$ cat src/rtl/mem_hex_formatter.sv
// mem_hex_formatter
//
// Turns one {address, 32-bit data} record into a printable ASCII hex line
// such as "00012: DEADBEEF\r\n" for the serial dump path. It sits between
// the memory dump sequencer (record side) and the UART transmitter (byte
// side).
//
// Build option:
//   FMT_ADDR_EN  defined   -> line is address digits, ": ", 8 data digits, CRLF
//                undefined -> line is 8 data digits, CRLF; in_addr is ignored
//
// Parameters:
//   ADDR_W       width of in_addr
//   ADDR_DIGITS  hex digits printed for the address (zero-extend / truncate)
//
// Ports:
//   clk          rising-edge clock
//   reset        asynchronous, active-high reset
//   in_valid     record available
//   in_ready     formatter idle and able to accept a record
//   in_addr      word address of the record
//   in_data      data word of the record
//   uart_valid   uart_data holds a byte to send (registered)
//   uart_ready   transmitter accepts the byte
//   uart_data    ASCII byte (registered)
//   busy         a line is in progress

module mem_hex_formatter #(
  parameter int ADDR_W      = 17,
  parameter int ADDR_DIGITS = 5
) (
  input  logic              clk,
  input  logic              reset,
  input  logic              in_valid,
  output logic              in_ready,
  input  logic [ADDR_W-1:0] in_addr,
  input  logic [31:0]       in_data,
  output logic              uart_valid,
  input  logic              uart_ready,
  output logic [7:0]        uart_data,
  output logic              busy
);

  localparam logic [2:0] S_IDLE  = 3'd0;
`ifdef FMT_ADDR_EN
  localparam logic [2:0] S_ADDR  = 3'd1;
  localparam logic [2:0] S_COLON = 3'd2;
  localparam logic [2:0] S_SPACE = 3'd3;
`endif
  localparam logic [2:0] S_DATA  = 3'd4;
  localparam logic [2:0] S_CR    = 3'd5;
  localparam logic [2:0] S_LF    = 3'd6;

  // Uppercase hex digit: 0-9 -> '0'..'9', A-F -> 'A'..'F' ('A' - 10 = 0x37).
  function automatic logic [7:0] hex_ascii(input logic [3:0] nib);
    hex_ascii = (nib < 4'd10) ? (8'h30 + {4'h0, nib}) : (8'h37 + {4'h0, nib});
  endfunction

  logic [2:0]  state_q, state_d;
  logic [3:0]  dig_q, dig_d;
  logic [31:0] data_q, data_d;
  logic        uart_valid_q, uart_valid_d;
  logic [7:0]  uart_data_q, uart_data_d;
  logic        accept;
  logic        xfer;

  assign in_ready   = (state_q == S_IDLE);
  assign busy       = (state_q != S_IDLE);
  assign uart_valid = uart_valid_q;
  assign uart_data  = uart_data_q;
  assign accept     = in_valid && in_ready;
  assign xfer       = uart_valid_q && uart_ready;

`ifdef FMT_ADDR_EN
  localparam int AW4 = 4 * ADDR_DIGITS;

  logic [AW4-1:0] addr_q, addr_d;
  logic [AW4-1:0] addr_ext;

  // Fit the incoming address to exactly ADDR_DIGITS nibbles.
  generate
    if (ADDR_W >= AW4) begin : g_addr_trunc
      assign addr_ext = in_addr[AW4-1:0];
    end else begin : g_addr_zext
      assign addr_ext = {{(AW4-ADDR_W){1'b0}}, in_addr};
    end
  endgenerate
`else
  // Address path compiled out: keep the port, consume it harmlessly.
  localparam int unused_addr_digits = ADDR_DIGITS;
  logic unused_addr;
  assign unused_addr = ^in_addr;
`endif

  // The captured address/data registers are shifted left one nibble per
  // emitted digit, so the next digit to print is always the top nibble.
  // The digit counter only decides when a field is finished.
  always_comb begin
    // NOTE: every variable assigned in this block gets a default first so
    // no path leaves it unassigned and no latch is inferred.
    state_d      = state_q;
    dig_d        = dig_q;
    data_d       = data_q;
    uart_valid_d = uart_valid_q;
    uart_data_d  = uart_data_q;
`ifdef FMT_ADDR_EN
    addr_d       = addr_q;
`endif

    if (accept) begin
      data_d       = in_data;
      dig_d        = 4'd0;
      uart_valid_d = 1'b1;
`ifdef FMT_ADDR_EN
      addr_d       = addr_ext;
      state_d      = S_ADDR;
      uart_data_d  = hex_ascii(addr_ext[AW4-1 -: 4]);
`else
      state_d      = S_DATA;
      uart_data_d  = hex_ascii(in_data[31:28]);
`endif
    end else if (xfer) begin
      // Load the byte that follows the one just transferred; uart_data only
      // changes here, so it is held while the transmitter stalls.
      case (state_q)
`ifdef FMT_ADDR_EN
        S_ADDR: begin
          if (dig_q == 4'(ADDR_DIGITS - 1)) begin
            state_d     = S_COLON;
            uart_data_d = 8'h3A;
          end else begin
            dig_d       = dig_q + 4'd1;
            addr_d      = addr_q << 4;
            uart_data_d = hex_ascii(addr_d[AW4-1 -: 4]);
          end
        end
        S_COLON: begin
          state_d     = S_SPACE;
          uart_data_d = 8'h20;
        end
        S_SPACE: begin
          state_d     = S_DATA;
          dig_d       = 4'd0;
          uart_data_d = hex_ascii(data_q[31:28]);
        end
`endif
        S_DATA: begin
          if (dig_q == 4'd7) begin
            state_d     = S_CR;
            uart_data_d = 8'h0D;
          end else begin
            dig_d       = dig_q + 4'd1;
            data_d      = data_q << 4;
            uart_data_d = hex_ascii(data_d[31:28]);
          end
        end
        S_CR: begin
          state_d     = S_LF;
          uart_data_d = 8'h0A;
        end
        S_LF: begin
          state_d      = S_IDLE;
          dig_d        = 4'd0;
          uart_valid_d = 1'b0;
        end
        default: begin
          state_d      = S_IDLE;
          uart_valid_d = 1'b0;
        end
      endcase
    end
  end

  always_ff @(posedge clk or posedge reset) begin
    if (reset) begin
      state_q      <= S_IDLE;
      dig_q        <= 4'd0;
      data_q       <= 32'h0;
      uart_valid_q <= 1'b0;
      uart_data_q  <= 8'h00;
`ifdef FMT_ADDR_EN
      addr_q       <= '0;
`endif
    end else begin
      // NOTE: non-blocking assignments so every flop samples the values
      // from before this edge, independent of statement order.
      state_q      <= state_d;
      dig_q        <= dig_d;
      data_q       <= data_d;
      uart_valid_q <= uart_valid_d;
      uart_data_q  <= uart_data_d;
`ifdef FMT_ADDR_EN
      addr_q       <= addr_d;
`endif
    end
  end

endmodule
$ cat config.mk
export PLATFORM = sky130hd
export DESIGN_NAME = mem_hex_formatter
export DESIGN_NICKNAME = d
export VERILOG_FILES = /design/src/rtl/mem_hex_formatter.sv
export SDC_FILE = /design/constraint.sdc
export NUM_CORES = 1
export LEC_CHECK = 0
export CAP_MARGIN = 25
export CORE_MARGIN = 1.5
export CORE_UTILIZATION = 60
export DETAILED_ROUTE_END_ITERATION = 12
export DONT_BUFFER_PORTS = 1
export GPL_ROUTABILITY_DRIVEN = 0
export PLACE_DENSITY = 0.87
export REMOVE_ABC_BUFFERS = 1
export SLEW_MARGIN = 20
export SYNTH_ARGS = -nofsm -noshare
export SYNTH_HDL_FRONTEND = slang
export SYNTH_SLANG_ARGS = --single-unit
$ cat constraint.sdc
create_clock -name clk -period 2.13 [get_ports clk]
set_clock_uncertainty 0.05 [all_clocks]
set_input_delay 0.426 -clock clk [delete_from_list [all_inputs] [get_ports clk]]
set_output_delay 0.426 -clock clk [all_outputs]
set_load 0.05 [all_outputs]
==> metrics.txt <==
Clock Latency Late Sink=a little under 0.3 ns; maximum vdd ir drop=808.7 uV; syn_area_per_cell=about 8.8 um^2; reg-to-reg endpoint=data_q[24]$_DFFE_PP0P_; HP Class=input port to async pin; commonest non-fill, non-tap cell in the layout=nand2_1; Arr. time, crit path=2.12 ns; Finish-stage setup viols=0; Simple-Gate Fraction of Synth Area=0.2275; crit path capture type=flop; vias per std cell=5.788; Post-Route WL=4363 um; number of synthesized flops with an enable pin=0; kind of critical path=flop to flop; total chip power=3.274 mW; I/O Buffers=0; met3 wire length=318 um; largest family of logic cells by synthesized area=simple AND/OR/NAND/NOR gates; max_slew headroom=0.4379; DR iter-0 viols=143; crit path time final=1.964 ns; fillers=303; Max Slew Vio Count=0; Fin Setup TNS=0 ns; Tightest Pin Transition=0.8380 ns; initial antenna violation count=0; max cap viols=0; first-pass detailed-route iteration total=4; Final period util=0.9221; Yosys cell types=slightly above 40; chip width=64.30 um; worst path required time=approximately 2.3 ns; final net count=314; CTS root buffer=clkbuf_8; Initial Util=0.6205; Ys Warns=0; top sig layer=met4; CTS Hold Buffers Added=0; mux contribution to synthesized area=0.01498; sequential share of the synthesized area=0.4772; Seq cells post-synth=43; crit start category=flop; post-CTS setup buffer count=0; diodes inserted=0; clk slew on worst S/H paths=0.08 ns; first-pass GRT wire length=7479 um; Hold Slack=0.02840 ns; ys flop type=dfrtp_1; io pins=64; met2 WL post-DR=2042 um; Bufs on Longest Clock Path=2; Post-Synth XOR/XNOR Area=0.007769; most frequent cells in the layout=nand2_1, dfrtp_1, nor2_1; overall routing resource usage=0.2342; Area growth syn-to-layout=6.937%; via count=~1800; # clock sinks=43; pin count of the biggest net entering global routing=38; RR Startpoint=dig_q[0]$_DFFE_PP0P_; total CTS buffers=5; Residual DRC=0; Post-Route Utilization=0.6636; worst reg2reg setup slack=0.17 ns; Final Hold Viols=0; level count of the clock H-tree=2; Cell Pwr Density=around 1400 mW/mm^2; cts repair resizes=0; Post-DRT Antenna Nets=0; async set or reset register ratio after synthesis=1.000; hpwl dp=between 3000 and 4000 um; Reg2Reg Depth=6; Crit Path Max Fanout=20; layout cells sized above 1=0.09653; status=completed; CTS tree=done; adder-cell share of the synthesized area=0.01665; Leak Pwr=1.048 nW; gr ovfl total=0; Die H=64.30 um; Fmax=0.5091 GHz; Std-Cell Rows=22; Gate Count Post-Synth=256; Compound-Gate Fraction of Synth Area=0.1909; drt wl/cell=around 14 um; die area=0.004134 mm^2; core footprint=roughly 0.0036 mm^2; Met1 Wirelength=1896 um; Synth Cell Area=0.002255 mm^2; vias in the first global route=1731; unrepaired setup endpoints after global routing=no
-- worst max-delay path, stage by stage (launching register included) --
cell     delay, ns
dfrtp_1       0.42
ha_1          0.25
and3b_1       0.28
o41ai_4       0.38
buf_4         0.28
nor2_1        0.06
a31oi_1       0.16
-- per-layer routing --
metal,track usage,vias up
li1,-,887
met1,0.2852,823
met2,0.3750,56
met3,0.08803,11
met4,0.09574,0
met5,0,-
-- synthesized netlist by cell type (3+ instances only) --
cell,count,share of area
a21oi_1,13,0.029
a22o_1,4,0.016
a22oi_1,3,0.010
a31oi_1,26,0.072
buf_2,5,0.011
buf_4,4,0.013
buf_6,3,0.015
clkbuf_1,4,0.0067
dfrtp_1,43,0.48
ha_1,3,0.017
inv_1,9,0.015
mux2_2,3,0.015
nand2_1,57,0.095
nand3_1,4,0.0089
nor2_1,33,0.055
nor3_1,4,0.0089
o21ai_0,4,0.0089
o21ai_1,3,0.0067
-- power breakdown --
part           total (mW)  internal [mW]  switching, mW
Combinational        1.21          0.534          0.680
Sequential           1.57           1.14          0.426
Clock               0.491          0.230          0.261
-- kinds of logic (layout without fill, tap and decap cells) --
kind of cell | Yosys count | after routing
other | 1 | 1
DFF | 43 | 43
AOI/OAI and AO/OA | 64 | 64
adders and majority gates | 3 | 3
buffers and inverters | 26 | 29
xor gates and xnor gates | 2 | 2
and+or+nand+nor | 114 | 114
muxes | 3 | 3
-- registers in the layout, indices dropped and copies added, names as in the netlist --
name,cells
dig_q,4
state_q,3
uart_valid,1
data_q,28
uart_data,7
-- stage by stage --
stage / cell area (um^2) / std cells / setup WS, ns
after floorplan: 2146 / 239 / -0.5630
after global placement: 2326 / 299 / 0.2053
after detailed placement: 2326 / 299 / 0.1440
after CTS: 2407 / 307 / 0.1251
after global routing: 2411 / 307 / 0.01600
final: 2411 / 307 / 0.1658
-- area by class of cell --
type                    count  area [um^2]  share of cell area
clock inverters             1        5.005            0.002076
inverters                   9        33.78             0.01401
multi-input cells         187         1041              0.4318
repair buffers             12        118.9             0.04930
flip-flops and latches     43         1076              0.4463
well taps                  48        60.06             0.02491
clock buffers               7        76.32             0.03166
-- worst max-delay path by stage --
| stage | slack [ns] | end | start |
|---|---|---|---|
| finish | 0.17 | data_q[24]$_DFFE_PP0P_ | dig_q[0]$_DFFE_PP0P_ |
| global route | 0.02 | data_q[6]$_DFFE_PP0P_ | dig_q[0]$_DFFE_PP0P_ |
| CTS | 0.13 | data_q[20]$_DFFE_PP0P_ | dig_q[0]$_DFFE_PP0P_ |
| detailed placement | 0.14 | data_q[20]$_DFFE_PP0P_ | dig_q[0]$_DFFE_PP0P_ |
| global placement | 0.21 | data_q[12]$_DFFE_PP0P_ | dig_q[0]$_DFFE_PP0P_ |
| floorplan | -0.56 | busy | state_q[0]$_DFFE_PP0P_ |
Power figures use the tool's default switching activity.
